$ cat src/rtl/frqdiv_prog_if.sv
// rtl/frqdiv_prog_if.sv - control/status bundle for the programmable frequency divider
//
// Signals:
//   en       run enable (low stops the divider, output held low)
//   div_in   new divisor value, captured while div_load is high
//   div_load one-cycle request to capture div_in as the pending divisor
//   sync     one-cycle request to restart the output period at phase 0
//   s_out    divided clock output
//   tick     one-cycle pulse in the first cycle of each output period
//   div_ack  one-cycle pulse in the first cycle running a newly applied divisor
// Modports: master drives the controls, slave is the divider.
interface frqdiv_prog_if #(
    parameter int WIDTH = 16
);
    logic             en;
    logic [WIDTH-1:0] div_in;
    logic             div_load;
    logic             sync;
    logic             s_out;
    logic             tick;
    logic             div_ack;

    modport master (
        output en, div_in, div_load, sync,
        input  s_out, tick, div_ack
    );

    modport slave (
        input  en, div_in, div_load, sync,
        output s_out, tick, div_ack
    );
endinterface

$ cat src/rtl/frqdiv_prog.sv
// rtl/frqdiv_prog.sv - programmable clock divider with 50% duty for odd and even divisors
//
// Ports:
//   clk    single clock; phase logic on posedge, odd half-cycle stage on negedge
//   rst_n  asynchronous active-low reset
//   bus    frqdiv_prog_if.slave: en, div_in, div_load, sync in; s_out, tick, div_ack out
// Parameters:
//   WIDTH     width of divisor and phase counter
//   DIV_INIT  active divisor after reset
module frqdiv_prog #(
    parameter int WIDTH    = 16,
    parameter int DIV_INIT = 2
) (
    input  logic          clk,
    input  logic          rst_n,
    frqdiv_prog_if.slave  bus
);

    logic [WIDTH-1:0] d_act;
    logic [WIDTH-1:0] d_pend;
    logic             pend;
    logic [WIDTH-1:0] cnt;
    logic             run;      // en as seen at the previous posedge
    logic             s_pos;    // posedge half of the output
    logic             s_neg;    // negedge half-cycle extension for odd divisors
    logic             en_neg;   // en retimed on negedge for the divide-by-1 gate
    logic             tick_r;
    logic             ack_r;

    logic             boundary;
    logic             apply;
    logic [WIDTH-1:0] d_next;
    logic [WIDTH-1:0] cnt_next;
    logic [WIDTH-1:0] hi_start;

    always_comb begin
        boundary = run && (d_act >= WIDTH'(2)) && (cnt == d_act - WIDTH'(1));
        // Divisors 0 and 1 have no period boundary, so a pending value goes in at once.
        apply    = pend && (!bus.en || (d_act <= WIDTH'(1)) || bus.sync || boundary);
        d_next   = apply ? d_pend : d_act;
        // First posedge-high cycle: D/2 for even D, (D+1)/2 for odd D.
        hi_start = d_next - (d_next >> 1);
        if (!bus.en || bus.sync || !run || (d_next < WIDTH'(2)) || boundary || apply) begin
            cnt_next = '0;
        end else begin
            cnt_next = cnt + WIDTH'(1);
        end
    end

    always_ff @(posedge clk or negedge rst_n) begin
        if (!rst_n) begin
            d_act  <= WIDTH'(DIV_INIT);
            d_pend <= '0;
            pend   <= 1'b0;
            cnt    <= '0;
            run    <= 1'b0;
            s_pos  <= 1'b0;
            tick_r <= 1'b0;
            ack_r  <= 1'b0;
        end else begin
            d_act <= d_next;
            cnt   <= cnt_next;
            run   <= bus.en;
            // A load landing on the applying edge stays pending for the next one.
            if (bus.div_load) begin
                d_pend <= bus.div_in;
                pend   <= 1'b1;
            end else if (apply) begin
                pend   <= 1'b0;
            end
            ack_r  <= apply;
            s_pos  <= bus.en && (d_next >= WIDTH'(2)) && (cnt_next >= hi_start);
            tick_r <= bus.en && ((d_next == WIDTH'(1)) ||
                                 ((d_next >= WIDTH'(2)) && (cnt_next == '0)));
        end
    end

    // The negedge stage raises the output half a cycle early in cycle (D-1)/2,
    // giving an odd divisor exactly D/2 clk periods high.
    always_ff @(negedge clk or negedge rst_n) begin
        if (!rst_n) begin
            s_neg  <= 1'b0;
            en_neg <= 1'b0;
        end else begin
            s_neg  <= run && d_act[0] && (d_act >= WIDTH'(3)) && (cnt == (d_act >> 1));
            // Dropped one negedge ahead of a pending divisor change so the switch
            // away from divide-by-1 never cuts a clk high phase short.
            en_neg <= bus.en && (d_act == WIDTH'(1)) && !pend;
        end
    end

    assign bus.s_out   = s_pos | s_neg | (clk & en_neg);
    assign bus.tick    = tick_r;
    assign bus.div_ack = ack_r;

endmodule

$ cat src/flat_wrapper.sv
// flat-port wrapper written by rule: the top's interface ports become plain ports
module frqdiv_prog_flat 
#(
    parameter int WIDTH    = 16,
    parameter int DIV_INIT = 2
)
  (clk, rst_n, bus_en, bus_div_in, bus_div_load, bus_sync, bus_s_out, bus_tick, bus_div_ack);
  frqdiv_prog_if #(.WIDTH(WIDTH)) bus_i ();
  input  logic clk;
  input  logic rst_n;
  input wire logic [$bits(bus_i.en)-1:0] bus_en;
  input wire logic [$bits(bus_i.div_in)-1:0] bus_div_in;
  input wire logic [$bits(bus_i.div_load)-1:0] bus_div_load;
  input wire logic [$bits(bus_i.sync)-1:0] bus_sync;
  output wire logic [$bits(bus_i.s_out)-1:0] bus_s_out;
  output wire logic [$bits(bus_i.tick)-1:0] bus_tick;
  output wire logic [$bits(bus_i.div_ack)-1:0] bus_div_ack;
  assign bus_i.en = bus_en;
  assign bus_i.div_in = bus_div_in;
  assign bus_i.div_load = bus_div_load;
  assign bus_i.sync = bus_sync;
  assign bus_s_out = bus_i.s_out;
  assign bus_tick = bus_i.tick;
  assign bus_div_ack = bus_i.div_ack;
  frqdiv_prog #(.WIDTH(WIDTH), .DIV_INIT(DIV_INIT)) u_core (.clk(clk), .rst_n(rst_n), .bus(bus_i));
endmodule
$ cat config.mk
export PLATFORM = sky130hd
export DESIGN_NAME = frqdiv_prog_flat
export DESIGN_NICKNAME = d
export VERILOG_FILES = /design/src/rtl/frqdiv_prog_if.sv /design/src/rtl/frqdiv_prog.sv /design/src/flat_wrapper.sv
export SDC_FILE = /design/constraint.sdc
export NUM_CORES = 1
export LEC_CHECK = 0
export CAP_MARGIN = 25
export CORE_MARGIN = 4
export CORE_UTILIZATION = 50
export CTS_CLUSTER_SIZE = 25
export DETAILED_ROUTE_END_ITERATION = 6
export GPL_TIMING_DRIVEN = 0
export PLACE_DENSITY = 0.68
export SYNTH_ARGS = -nofsm -noshare
export SYNTH_HDL_FRONTEND = slang
export SYNTH_SLANG_ARGS = --single-unit
export TNS_END_PERCENT = 10
$ cat constraint.sdc
create_clock -name clk -period 9.37 [get_ports clk]
set_input_delay 1.874 -clock clk [delete_from_list [all_inputs] [get_ports clk]]
set_output_delay 1.874 -clock clk [all_outputs]
set_load 0.005 [all_outputs]
* Word-level counts from Yosys, hierarchy flattened
Index checks and enable logic that the tools add are counted.
** Cells by class
- Add/subtract/negate cells :: 3
- Order comparisons :: 6
- Equal/unequal tests :: 4
- Mux-type cells :: 4
- Bitwise logic cells :: 3
- Reductions and logical operators :: 26
** Operators by type and width (count)
- $ge 16x2->1 const B :: 3
- $eq 16x1->1 const B :: 2
- $mux 16 :: 2
- $add 16x1->16 const B :: 1
- $eq 16x15->1 :: 1
- $eq 16x16->1 :: 1
- $ge 16x16->1 :: 1
- $le 16x1->1 const B :: 1
- $logic_not 16->1 :: 1
- $lt 16x2->1 const B :: 1
- $sub 16x1->16 const B :: 1
- $sub 16x15->16 :: 1
- $logic_and 1x1->1 :: 12
- $logic_or 1x1->1 :: 9
- $logic_not 1->1 :: 3
- $mux 1 :: 2
- $or 1x1->1 :: 2
- $reduce_bool 2->1 :: 1
- $and 1x1->1 :: 1
** Word-level totals
- Bits in registers :: 55
- Input port bits :: 21
- Output and inout bits :: 3

* Logic depth before layout (Yosys ltp)
Gate-level depths: netlist (run 1).
- Depth in word-level cells :: 15
- Gate-level depth with buffers :: 36
- Mapped depth without buffers :: 33

==> results of run 1 <==
==> per-stage QoR <==
stage               std cells  hold slack [ns]  power [W]  cell area, sq um  util, %
finish                    645            0.515   0.000878              5080     57.7
global route              645            0.530   0.000944              5080     57.7
CTS                       645            0.522   0.000884              5080     57.7
detailed placement        634            0.496   0.000684              4930     56.0
global placement          633            0.489   0.000669              4910     55.8
floorplan                 503            0.478   0.000582              4560        -
==> power by group through the flow <==
stage,logic [W],registers [W],clock network [W]
global placement,0.000392,0.000278,0.00000000367
detailed placement,0.000405,0.000279,0.00000000367
CTS,0.000407,0.000274,0.000202
global route,0.000453,0.000277,0.000214
finish,0.000406,0.000274,0.000197
==> final timing paths <==
check                                    end  cells past startpoint
max                                bus_s_out                      2
min reg2reg                u_core.d_pend[10]                      1
max in group asynchronous      u_core.en_neg                      1
min in group asynchronous      u_core.cnt[4]                      1
max reg2reg                     u_core.s_pos                     34
min                        u_core.d_pend[10]                      1
==> metal layers <==
metal | global-route usage, % | routed length (microns) | up-vias | part of all wire (%)
met5 | 0 | 0 | - | 0
met4 | 6.97 | 236 | 0 | 2.2
met3 | 4.63 | 517 | 26 | 4.8
met2 | 36.5 | 5150 | 91 | 48
met1 | 28.7 | 4880 | 1747 | 45
li1 | - | - | 1803 | -
==> area by class of cell <==
type | instances | area, sq um | share of cell area, %
multi-input combinational | 378 | 2890 | 56.9
sequential | 55 | 1380 | 27.1
timing repair buffer | 22 | 225 | 4.43
buffer | 35 | 159 | 3.13
tap | 108 | 135 | 2.66
inverter | 35 | 131 | 2.59
clock buffer | 10 | 124 | 2.44
clock inverter | 2 | 38.8 | 0.764
==> critical path, delay by kind of cell, from the launching register on <==
kind / cells / cell delay, ns
AOI/OAI and AO/OA: 1 / 0.26
buffers and inverters: 1 / 0.44
DFF: 1 / 0.34
==> logic make-up (layout without fill, tap and decap cells) <==
logic type / count (synthesis) / count (layout) / synth area share [%]
buffers and inverters: 70 / 104 / 6.37
adder cells (fa/ha/maj): 49 / 49 / 13.5
AO/OA/AOI/OAI: 80 / 80 / 12.9
XOR/XNOR: 66 / 66 / 12.7
multiplexers: 28 / 28 / 6.70
AND/OR/NAND/NOR: 155 / 155 / 17.7
flip-flops: 55 / 55 / 30.2
==> Yosys cell counts, types with 14 or more instances <==
master	instances	area, sq um
a21oi_1	23	115
clkbuf_1	25	93.8
dfrtp_1	52	1300
ha_1	46	576
inv_1	33	124
mux2_2	16	180
nand2_1	34	128
nor2_1	35	131
nor3_1	14	70.1
xnor2_1	44	385
xor2_1	22	193
==> out/metrics.cfg, run 1 <==
[outcome]
status = complete, no violations

[layout]
layout-drive-gt1-share_pct = 9.68
nets = 604
mostFrequentLayoutCells = dfrtp_1, ha_1, xnor2_1
reg_top3 = u_core.cnt: 16 flops, u_core.d_act: 16 flops, u_core.d_pend: 16 flops
num_antenna_cells = 0
final_common_cell = dfrtp_1
fillers = 796
syn_to_final_growth_pct = 11.5

[detailed_routing]
wl_per_cell_microns = 16.7
postRouteAntennaNets = 0
route.vias.total = 3667
first_iter_violations = 163
wl_mm = 10.8
avgViaCountPerCell = 5.69
first_pass_iters = 5
drc = 0

[placed_design]
gp_congestion = 0.875
dp_hpwl_mm = 8.66
portBuffers = 22
dp_worst_setup_slack_ns = 1.14

[die]
die_width_microns = 103
fp.dieH_microns = 103
initial_core_util_pct = 51.7
io_pins = 24
core_sq_um = 8810
rows = 34
dieArea_sq_um = 10700

[critical_path]
required_ns = 7.50
ff2ff_setup_slack_ns = 1.72
max_stage_delay_ns = 0.44
r2r-start = u_core.d_act[1]
crit_arrival_ns = 6.15
crit_type = reg2out
crit_fanout = 1
cp-end-kind = output pin
crit_start = u_core.s_neg
cp_cell_sequence = a211o_1 -> clkdlybuf4s50_1
start_kind = register
slowest_stage = clkdlybuf4s50_1

[power]
ir_drop_uv = 84.8
comb_power_share_pct = 46.3
p_leak_nw = 2.34
seqPwrFrac_pct = 31.3
switching_share_pct = 38.2
switchingPower_w = 0.000336
intPower_w = 0.000542
p_per_area_nw_per_um2 = 173
clkPwrFrac_pct = 22.4

[clock_tree]
cts.reportedPaths.clkPinSlew_ns = 0.10
cts_setup_buffers = 0
cts_hold_buf = 0
cts_tree = yes
clock_latency_ns = 0.43
cts_resized = 0

[flow_run]
maxCapViolations = 0

[synthesis]
synth_warnings = 0
netlist_area_sq_um = 4560
ys_ff_latch = 55
syn_inst = 503
async_reset_ff_share_pct = 100
yosysSeqAreaShare_pct = 30.2
synthDistinctLibCells = 70
synth_edf_count = 0
avgSynthCellArea_sq_um = 9.06
synth_nets = 571
synthFlopType = dfrtp_1

[sta]
fin_worst_skew_ns = 0.0208
hold_violations = 0
fin_setup_tns_ns = 0
slew_headroom_pct = 52.3
slew_violations = 0
fin_ws_ns = 1.34
worst-slew-pin-transition_ns = 0.715
finalSetupViolCount = 0
rsz0062_at_grt = false

[worst_hold_path]
holdCritStartpoint = u_core.d_pend[10]
min_path_type = reg2reg

[global_route]
grt_pass1_wl_mm = 18.0
grt_use_total_pct = 22.0
grt_pass1_vias = 3726
grt_start_max_net_pins = 34
grt_overflow_total = 0
antenna_found_initial = 0

(Power assumes the default switching activity.)
==> run 2: changes to the inputs <==
MAX_ROUTING_LAYER = met4   (was default)
==> run 2 against run 1 <==
Compared with the run above: count of clock-buffer cells in the layout unchanged; worst hold slack better by 0.0041 ns; clock skew down 0.0094 ns; non-clock buffer count unchanged; register-to-register slack worse by 0.03 ns; critical endpoint unchanged; cell count unchanged; sequential share of layout area up 0.060 points; via count up 0.71%; core utilization down 0.13 points; largest power group unchanged; power down 0.80%.
==> out/metrics.cfg, run 2 (synthesized netlist as in run 1, its figures left out) <==
[layout]
reg_top3 = u_core.cnt: 16 flops, u_core.d_act: 16 flops, u_core.d_pend: 16 flops
fillers = 796
layout-drive-gt1-share_pct = 9.87
final_common_cell = dfrtp_1
syn_to_final_growth_pct = 11.2
mostFrequentLayoutCells = dfrtp_1, ha_1, xnor2_1
regArea_sq_um = 1380
multi_input_area_sq_um = 2890
final_util_pct = 57.6
num_antenna_cells = 0
nets = 604

[detailed_routing]
top_layer = met4
drc = 0
met3_length_microns = 584
wl_met1_mm = 4.99
wl_per_cell_microns = 17.1
route.vias.total = 3693
wl_mm = 11.0
first_iter_violations = 157
first_pass_iters = 4
postRouteAntennaNets = 0
met2_wirelength_mm = 5.24
avgViaCountPerCell = 5.73

[worst_hold_path]
min_delay_path_depth = 1
min_path_type = reg2reg

[clock_tree]
cts.reportedPaths.clkPinSlew_ns = 0.11
cts_tree = yes
clock_latency_ns = 0.43
cts_hold_buf = 0
cts_resized = 0
cts_setup_buffers = 0

[placed_design]
dp_hpwl_mm = 8.72
gp_congestion = 0.911
portBuffers = 22

[critical_path]
cp-end-kind = output pin
timing.rr.end = u_core.s_pos
ff2ff_setup_slack_ns = 1.69
crit_fanout = 1
crit_arrival_ns = 6.16
crit_type = reg2out
crit_start = u_core.s_neg
required_ns = 7.50
start_kind = register
critPathCapture = bus_s_out
r2r-start = u_core.d_act[1]
rr_worst_depth = 34

[die]
core_sq_um = 8810
initial_core_util_pct = 51.7
dieArea_sq_um = 10700
io_pins = 24
die_width_microns = 103
rows = 34
fp.dieH_microns = 103

[sta]
fin_setup_tns_ns = 0
hold_violations = 0
finalSetupViolCount = 0
hold_slack_ns = 0.519
slew_headroom_pct = 53.4
fin_worst_skew_ns = 0.0114
rsz0062_at_grt = false
worst-slew-pin-transition_ns = 0.699
slew_violations = 0

[global_route]
grt_pass1_wl_mm = 18.5
grt_start_max_net_pins = 34
grt_pass1_vias = 3773
grt_use_total_pct = 23.2
grt_overflow_total = 0
antenna_found_initial = 0

[power]
p_leak_nw = 2.34
total_power_w = 0.000871
p_per_area_nw_per_um2 = 172
ir_drop_uv = 87.6

[flow_run]
maxCapViolations = 0

[outcome]
status = complete, no violations

## run 2: where the power goes
part	switching, W	total [W]	internal, W
logic	0.000235	0.000411	0.000176
registers	0.0000157	0.000274	0.000258
clock network	0.0000961	0.000186	0.0000894
total	0.000347	0.000871	0.000524
## run 2: per-stage QoR
step,std cells,setup WS [ns],area [sq um]
after CTS,645,1.31,5070
after global routing,645,1.09,5070
after detailed placement,634,1.17,4930
after floorplan,503,2.24,4560
final,645,1.34,5070
after global placement,633,0.0769,4910
## run 2: worst min path at each step
| stage | from | endpoint | slack (ns) |
|---|---|---|---|
| after CTS | u_core.d_pend[10] | u_core.d_pend[10] | 0.52 |
| after floorplan | u_core.d_pend[11] | u_core.d_act[11] | 0.48 |
| final | u_core.d_pend[10] | u_core.d_pend[10] | 0.52 |
| after global routing | u_core.d_pend[8] | u_core.d_pend[8] | 0.54 |
| after detailed placement | u_core.d_pend[10] | u_core.d_pend[10] | 0.50 |
| after global placement | u_core.d_pend[8] | u_core.d_pend[8] | 0.49 |
## run 2: per-layer routing
metal  up-vias  track usage [%]
met2        95             37.8
met5         -                -
met4         0             6.67
li1       1796                -
met1      1779             29.2
met3        23             4.90
## run 2: cell type report
| cell class | instances | share of cell area [%] |
|---|---|---|
| inverters | 35 | 2.59 |
| clock inverters | 2 | 0.346 |
| flip-flops and latches | 55 | 27.2 |
| clock buffers | 10 | 2.64 |
| well taps | 108 | 2.67 |
| repair buffers | 22 | 4.44 |
| multi-input cells | 378 | 57.0 |
| plain buffers | 35 | 3.14 |
## run 2: worst max-delay path, cell delays in order, from the launching register on
cell	delay, ns
dfrtn_1	0.33
a211o_1	0.26
clkdlybuf4s50_1	0.45
